### src/rtl/dmem_responder.sv
// Data-memory responder: one load/store at a time, WAIT_CYCLES wait states,
// funct3 size decode with sign/zero extension and misalignment/range errors.
module dmem_responder #(
    parameter int unsigned ADDR_W      = 8,
    parameter int unsigned DEPTH_WORDS = 64,
    parameter int unsigned WAIT_CYCLES = 2
) (
    input  logic              clk,
    input  logic              rst,
    input  logic              req_valid,
    output logic              req_ready,
    input  logic [ADDR_W-1:0] req_addr,
    input  logic              req_we,
    input  logic [2:0]        req_size,
    input  logic [31:0]       req_wdata,
    output logic              rsp_valid,
    input  logic              rsp_ready,
    output logic [31:0]       rsp_rdata,
    output logic              rsp_err
);
    localparam int unsigned CNT_W    = (WAIT_CYCLES == 0) ? 1 : $clog2(WAIT_CYCLES + 1);
    localparam int unsigned MEM_AW   = (DEPTH_WORDS <= 1) ? 1 : $clog2(DEPTH_WORDS);
    localparam int unsigned WIDX_W   = ADDR_W - 2;
    localparam int unsigned CNT_LOAD = (WAIT_CYCLES == 0) ? 0 : WAIT_CYCLES - 1;

    typedef enum logic [1:0] {S_IDLE, S_WAIT, S_RESP} state_e;

    state_e            state_q, state_d;
    logic [CNT_W-1:0]  cnt_q, cnt_d;
    logic [ADDR_W-1:0] addr_q, addr_d;
    logic              we_q, we_d;
    logic [2:0]        size_q, size_d;
    logic [31:0]       wdata_q, wdata_d;
    logic              req_ready_q, req_ready_d;
    logic              rsp_valid_q, rsp_valid_d;
    logic [31:0]       rdata_q, rdata_d;
    logic              err_q, err_d;

    logic [31:0] mem [DEPTH_WORDS];

    // In IDLE the live inputs are used so a zero-wait accept can respond on the same edge.
    logic              in_idle_c;
    logic [ADDR_W-1:0] cur_addr_c;
    logic              cur_we_c;
    logic [2:0]        cur_size_c;
    logic [31:0]       cur_wdata_c;
    logic [WIDX_W-1:0] cur_widx_c;
    logic [MEM_AW-1:0] mem_idx_c;
    logic [31:0]       rd_word_c, wr_word_c, load_val_c;
    logic [7:0]        rd_byte_c;
    logic [15:0]       rd_half_c;
    logic              size_ok_c, misaligned_c, out_of_range_c, cur_err_c;
    logic              accept_c, enter_resp_c, mem_we_c;

    assign in_idle_c   = (state_q == S_IDLE);
    assign cur_addr_c  = in_idle_c ? req_addr  : addr_q;
    assign cur_we_c    = in_idle_c ? req_we    : we_q;
    assign cur_size_c  = in_idle_c ? req_size  : size_q;
    assign cur_wdata_c = in_idle_c ? req_wdata : wdata_q;
    assign cur_widx_c  = cur_addr_c[ADDR_W-1:2];
    assign mem_idx_c   = MEM_AW'(cur_widx_c);
    assign rd_word_c   = mem[mem_idx_c];

    assign out_of_range_c = 32'(cur_widx_c) >= DEPTH_WORDS;
    assign misaligned_c   = ((cur_size_c[1:0] == 2'b01) && cur_addr_c[0]) ||
                            ((cur_size_c[1:0] == 2'b10) && (cur_addr_c[1:0] != 2'b00));
    assign cur_err_c      = !size_ok_c || misaligned_c || out_of_range_c;

    always_comb begin
        size_ok_c = 1'b0;
        case (cur_size_c)
            3'b000, 3'b001, 3'b010: size_ok_c = 1'b1;
            3'b100, 3'b101:         size_ok_c = !cur_we_c;
            default:                size_ok_c = 1'b0;
        endcase
    end

    // Load extraction and extension.
    always_comb begin
        rd_byte_c  = 8'(rd_word_c >> {cur_addr_c[1:0], 3'b000});
        rd_half_c  = cur_addr_c[1] ? rd_word_c[31:16] : rd_word_c[15:0];
        load_val_c = rd_word_c;
        case (cur_size_c)
            3'b000:  load_val_c = {{24{rd_byte_c[7]}}, rd_byte_c};
            3'b001:  load_val_c = {{16{rd_half_c[15]}}, rd_half_c};
            3'b100:  load_val_c = {24'h0, rd_byte_c};
            3'b101:  load_val_c = {16'h0, rd_half_c};
            default: load_val_c = rd_word_c;
        endcase
    end

    // Store byte-lane merge into the addressed word.
    always_comb begin
        wr_word_c = rd_word_c;
        case (cur_size_c[1:0])
            2'b00: begin
                case (cur_addr_c[1:0])
                    2'b00:   wr_word_c[7:0]   = cur_wdata_c[7:0];
                    2'b01:   wr_word_c[15:8]  = cur_wdata_c[7:0];
                    2'b10:   wr_word_c[23:16] = cur_wdata_c[7:0];
                    default: wr_word_c[31:24] = cur_wdata_c[7:0];
                endcase
            end
            2'b01: begin
                if (cur_addr_c[1]) wr_word_c[31:16] = cur_wdata_c[15:0];
                else               wr_word_c[15:0]  = cur_wdata_c[15:0];
            end
            default: wr_word_c = cur_wdata_c;
        endcase
    end

    always_comb begin
        state_d      = state_q;
        cnt_d        = cnt_q;
        addr_d       = addr_q;
        we_d         = we_q;
        size_d       = size_q;
        wdata_d      = wdata_q;
        rsp_valid_d  = rsp_valid_q;
        rdata_d      = rdata_q;
        err_d        = err_q;
        enter_resp_c = 1'b0;
        mem_we_c     = 1'b0;
        accept_c     = in_idle_c && req_valid && req_ready_q;

        case (state_q)
            S_IDLE: begin
                if (accept_c) begin
                    addr_d  = req_addr;
                    we_d    = req_we;
                    size_d  = req_size;
                    wdata_d = req_wdata;
                    if (WAIT_CYCLES == 0) begin
                        enter_resp_c = 1'b1;
                    end else begin
                        state_d = S_WAIT;
                        cnt_d   = CNT_W'(CNT_LOAD);
                    end
                end
            end
            S_WAIT: begin
                if (cnt_q == '0) enter_resp_c = 1'b1;
                else             cnt_d = cnt_q - CNT_W'(1);
            end
            S_RESP: begin
                if (rsp_ready) begin
                    state_d     = S_IDLE;
                    rsp_valid_d = 1'b0;
                    rdata_d     = 32'h0;
                    err_d       = 1'b0;
                end
            end
            default: state_d = S_IDLE;
        endcase

        // Response is captured and the store committed on the edge entering RESP.
        if (enter_resp_c) begin
            state_d     = S_RESP;
            rsp_valid_d = 1'b1;
            err_d       = cur_err_c;
            rdata_d     = (cur_err_c || cur_we_c) ? 32'h0 : load_val_c;
            mem_we_c    = cur_we_c && !cur_err_c;
        end

        req_ready_d = (state_d == S_IDLE);
    end

    always_ff @(posedge clk or posedge rst) begin
        if (rst) begin
            state_q     <= S_IDLE;
            cnt_q       <= '0;
            addr_q      <= '0;
            we_q        <= 1'b0;
            size_q      <= 3'b000;
            wdata_q     <= 32'h0;
            req_ready_q <= 1'b0;
            rsp_valid_q <= 1'b0;
            rdata_q     <= 32'h0;
            err_q       <= 1'b0;
        end else begin
            state_q     <= state_d;
            cnt_q       <= cnt_d;
            addr_q      <= addr_d;
            we_q        <= we_d;
            size_q      <= size_d;
            wdata_q     <= wdata_d;
            req_ready_q <= req_ready_d;
            rsp_valid_q <= rsp_valid_d;
            rdata_q     <= rdata_d;
            err_q       <= err_d;
        end
    end

    // Storage is never cleared by reset.
    always_ff @(posedge clk) begin
        if (mem_we_c) mem[mem_idx_c] <= wr_word_c;
    end

    assign req_ready = req_ready_q;
    assign rsp_valid = rsp_valid_q;
    assign rsp_rdata = rdata_q;
    assign rsp_err   = err_q;
endmodule

### config.mk
export PLATFORM = sky130hd
export DESIGN_NAME = dmem_responder
export DESIGN_NICKNAME = d
export VERILOG_FILES = /design/src/rtl/dmem_responder.sv
export SDC_FILE = /design/constraint.sdc
export NUM_CORES = 2
export LEC_CHECK = 0
export ABC_AREA = 1
export ABC_CLOCK_PERIOD_IN_PS = 4800
export CORE_ASPECT_RATIO = 0.6
export CORE_UTILIZATION = 45
export DETAILED_ROUTE_END_ITERATION = 8
export PLACE_DENSITY_LB_ADDON = 0.05
export RECOVER_POWER = 100
export SETUP_SLACK_MARGIN = 0.3
export SYNTH_ARGS = -nofsm -noshare
export SYNTH_HDL_FRONTEND = slang
export SYNTH_SLANG_ARGS = --single-unit
### constraint.sdc
create_clock -name clk -period 4.8 [get_ports clk]
set_clock_uncertainty 0.2 [all_clocks]
set_input_delay 0.72 -clock clk [delete_from_list [all_inputs] [get_ports clk]]
set_output_delay 0.72 -clock clk [all_outputs]
set_load 0.1 [all_outputs]
==> flow_summary.ini <==
[global_route]
grt_pass1_wl_mm = 433.2
grt_pass1_vias = 56470
antenna_found_initial = 27
grt_start_max_net_pins = 65
gr-usage-all-layers = 0.3162
grt-ovfl-total = 0

[clock_network]
h-tree-depth = 4
clk_pin_slew_ps = 60
cts_buffers = 204
clock_path_buffers = 4
hold_buffers = 0
cts_tree = built
clock-sinks = 2131
clkLatencyLatePin_ps = 870
root_buffer = clkbuf_16

[min_path]
hold_start = req_wdata[12]
hp-class = primary input to register
hold_end = wdata_q[12]
hold_depth = 3

[timing]
relSlewSlack = -0.8214
grt_setup_unrepaired = no
finalCriticalPeriod_ps = 4625
fmax_mhz = 216.2
worst_pin_slew_ps = 2717
finalCritPeriodShare = 0.9636
slew_viol_final = 132
setup_violations = 0
hold_violations = 0

[worst_setup_path]
path_max_fanout = 28
crit_family = simple AND/OR/NAND/NOR gates
crit_top_cell = nand2_1
slowest_delay_ps = 620
arrival_ps = 5070
reg2reg_to = mem[48][17]
crit_path_start_kind = register
criticalPathCategory = register to register
reg2reg_from = state_q[0]
cp-startpoint = state_q[0]
endpoint_kind = register
worst_ep_required_time_ps = 5240
rrSetupSlack_ps = 170
worst-path-buf-inv = 3
crit_chain = nor2_4 -> buf_4 -> nand2_1 -> nand2_8 -> nor2_4 -> nand2_4 -> clkbuf_2 -> o22ai_1 -> nor2_1 -> nand2_1 -> nand2_1 -> nand2_1 -> nor2_1 -> nand2_1 -> a21oi_1 -> o21ai_0 -> nand3_2 -> buf_6
rr_worst_depth = 18
cpMaxStageDelayCell = clkbuf_2

[place]
postPlaceCellArea_mm2 = 0.09664
portBuffers = 82
dpl.hpwl_mm = 196.6
place_congestion = 0.9302

[floorplan]
die_w_um = 568.8
rows = 124
io-pin-count = 83
fp.coreArea_mm2 = 0.1910
dieArea_mm2 = 0.1945
die_h_um = 342.1
initial_utilization = 0.4541

[synthesis]
synth_seq_area_share = 0.7330
ys_top_cells_by_area = edfxtp_1 (71%), nor2_1 (9.2%), nand2_1 (7.0%)
synth_most_common_cell = nor2_1
synth_top_area_frac = 0.7091
synth_edf_count = 2048
ys_top_cells_by_count = nor2_1 (2,131), edfxtp_1 (2,048), nand2_1 (1,619)
yosysUniqueCellTypes = 34
synthesis.nets = 7683
synth-seq-cells = 2131
synth_cells = 7634
ys.warnings.count = 0
avgSynthCellArea_um2 = 11.36
synth_ff_type = edfxtp_1
ys_async_sr_fraction = 0.03895
synth_top_cell_by_area = edfxtp_1
netlist_area_mm2 = 0.08673

[routing]
wl_met2_mm = 125.5
met1_length_mm = 137.3
ant_nets = 0
highest_layer = met5
wl_per_cell_um = 28.72
routed_wl_mm = 310.8
route.met3.wl_mm = 40.22
vias = 61170
drtPass1Iterations = 6
drc = 0
via_per_inst = 5.654
first_iter_violations = 8978

[run_status]
violations = max-capacitance violations, max-slew violations
run_status = finished with violations

[run]
timing.max_cap.violations = 3

[finish]
fin_area_mm2 = 0.1021
layout.nets = 8125
syn2layout_area_growth_pct = 17.67
layout-drive-gt1-share = 0.1067
n_fill_cell = 16470
## worst register-to-register path: stages (launching register included)
cell      delay (ps)
dfrtp_1          430
nor2_4           320
buf_4            200
nand2_1          120
nand2_8          190
nor2_4           120
nand2_4          210
clkbuf_2         630
o22ai_1          210
nor2_1           190
nand2_1           70
nand2_1          120
nand2_1           70
nor2_1           100
nand2_1          330
a21oi_1          250
o21ai_0          140
nand3_2          220
buf_6            260
## metal layers
layer  vias up  global-route usage
li1      27080                   -
met1     30470              0.4835
met2      3192              0.4321
met3       405              0.1026
met4        16             0.07616
met5         -                   0
## timing repair
action,4_1_cts,5_1_grt
cloned,0,3
endpoints found under the setup margin,816,929
pin swaps,1,10
endpoints found under the hold margin,0,0
setup buffers,5,15
resized for setup,2,22
## area by class of cell
class | count | area [um^2] | area share
Antenna cell | 10 | 25.02 | 0.0002452
Tap cell | 2583 | 3232 | 0.03167
Multi-Input combinational cell | 4998 | 21270 | 0.2084
Timing Repair Buffer | 639 | 7348 | 0.07200
Clock buffer | 259 | 5343 | 0.05235
Clock inverter | 97 | 875.8 | 0.008582
Inverter | 102 | 384.1 | 0.003764
Sequential cell | 2131 | 63580 | 0.6230
## stage by stage
| stage | setup TNS [ps] | util | hold slack (ps) | instances | worst slack (ps) |
|---|---|---|---|---|---|
| 3_5_place_dp | -12890 | 0.5060 | 267.9 | 10430 | -97.90 |
| 3_3_place_gp | -19970 | 0.5060 | 261.7 | 10430 | -116.3 |
| 4_1_cts | 0 | 0.5388 | 198.4 | 10790 | 296.7 |
| 5_1_grt | 0 | 0.5343 | 249.5 | 10820 | 147.6 |
| 6_report | 0 | 0.5343 | 269.0 | 10820 | 174.9 |
| 2_1_floorplan | 0 | - | 247.9 | 7634 | 506.5 |
## flip-flops by register name, summed over array words and instances (netlist names)
signal / cells
we_q: 1
rsp_rdata: 32
mem: 2048
rsp_err: 1
wdata_q: 32
addr_q: 8
state_q: 2
req_ready: 1
cnt_q: 2
rsp_valid: 1
size_q: 3
## worst max path at each step
stage / cells after the start / to
after floorplan: 12 / mem[0][0]
after global placement: 22 / mem[5][29]
after detailed placement: 21 / mem[5][4]
after CTS: 21 / mem[13][4]
after global routing: 20 / mem[31][29]
final: 18 / mem[48][17]
## cell usage in the layout (no fill, tap or decap), drive strengths merged
cell type      count
ha                 1
nand3            207
dfrtp             83
inv              105
nand2           1630
o31ai              1
o22ai             44
dlygate4sd3       36
nand4             85
nor2            2138
clkdlybuf4s50     46
o21a               2
clkinvlp           3
bufinv            15
clkinv            76
nor3               9
buf              451
diode             10
o221ai             2
o21ai            742
o211ai            18
o22a               4
edfxtp          2048
clkbuf           365
a21oi            115
## cells by family after synthesis
| kind of cell | count (synthesis) | share of synthesized area |
|---|---|---|
| AND/OR/NAND/NOR | 4069 | 0.1842 |
| flip-flops | 2131 | 0.7330 |
| adder cells (fa/ha/maj) | 1 | 0.0001442 |
| AO/OA/AOI/OAI | 928 | 0.05557 |
| buffers and inverters | 505 | 0.02702 |
Power is left out: the tool's default activity adds up to more than one toggle a clock period on the data nets, which glitch-free logic cannot reach.
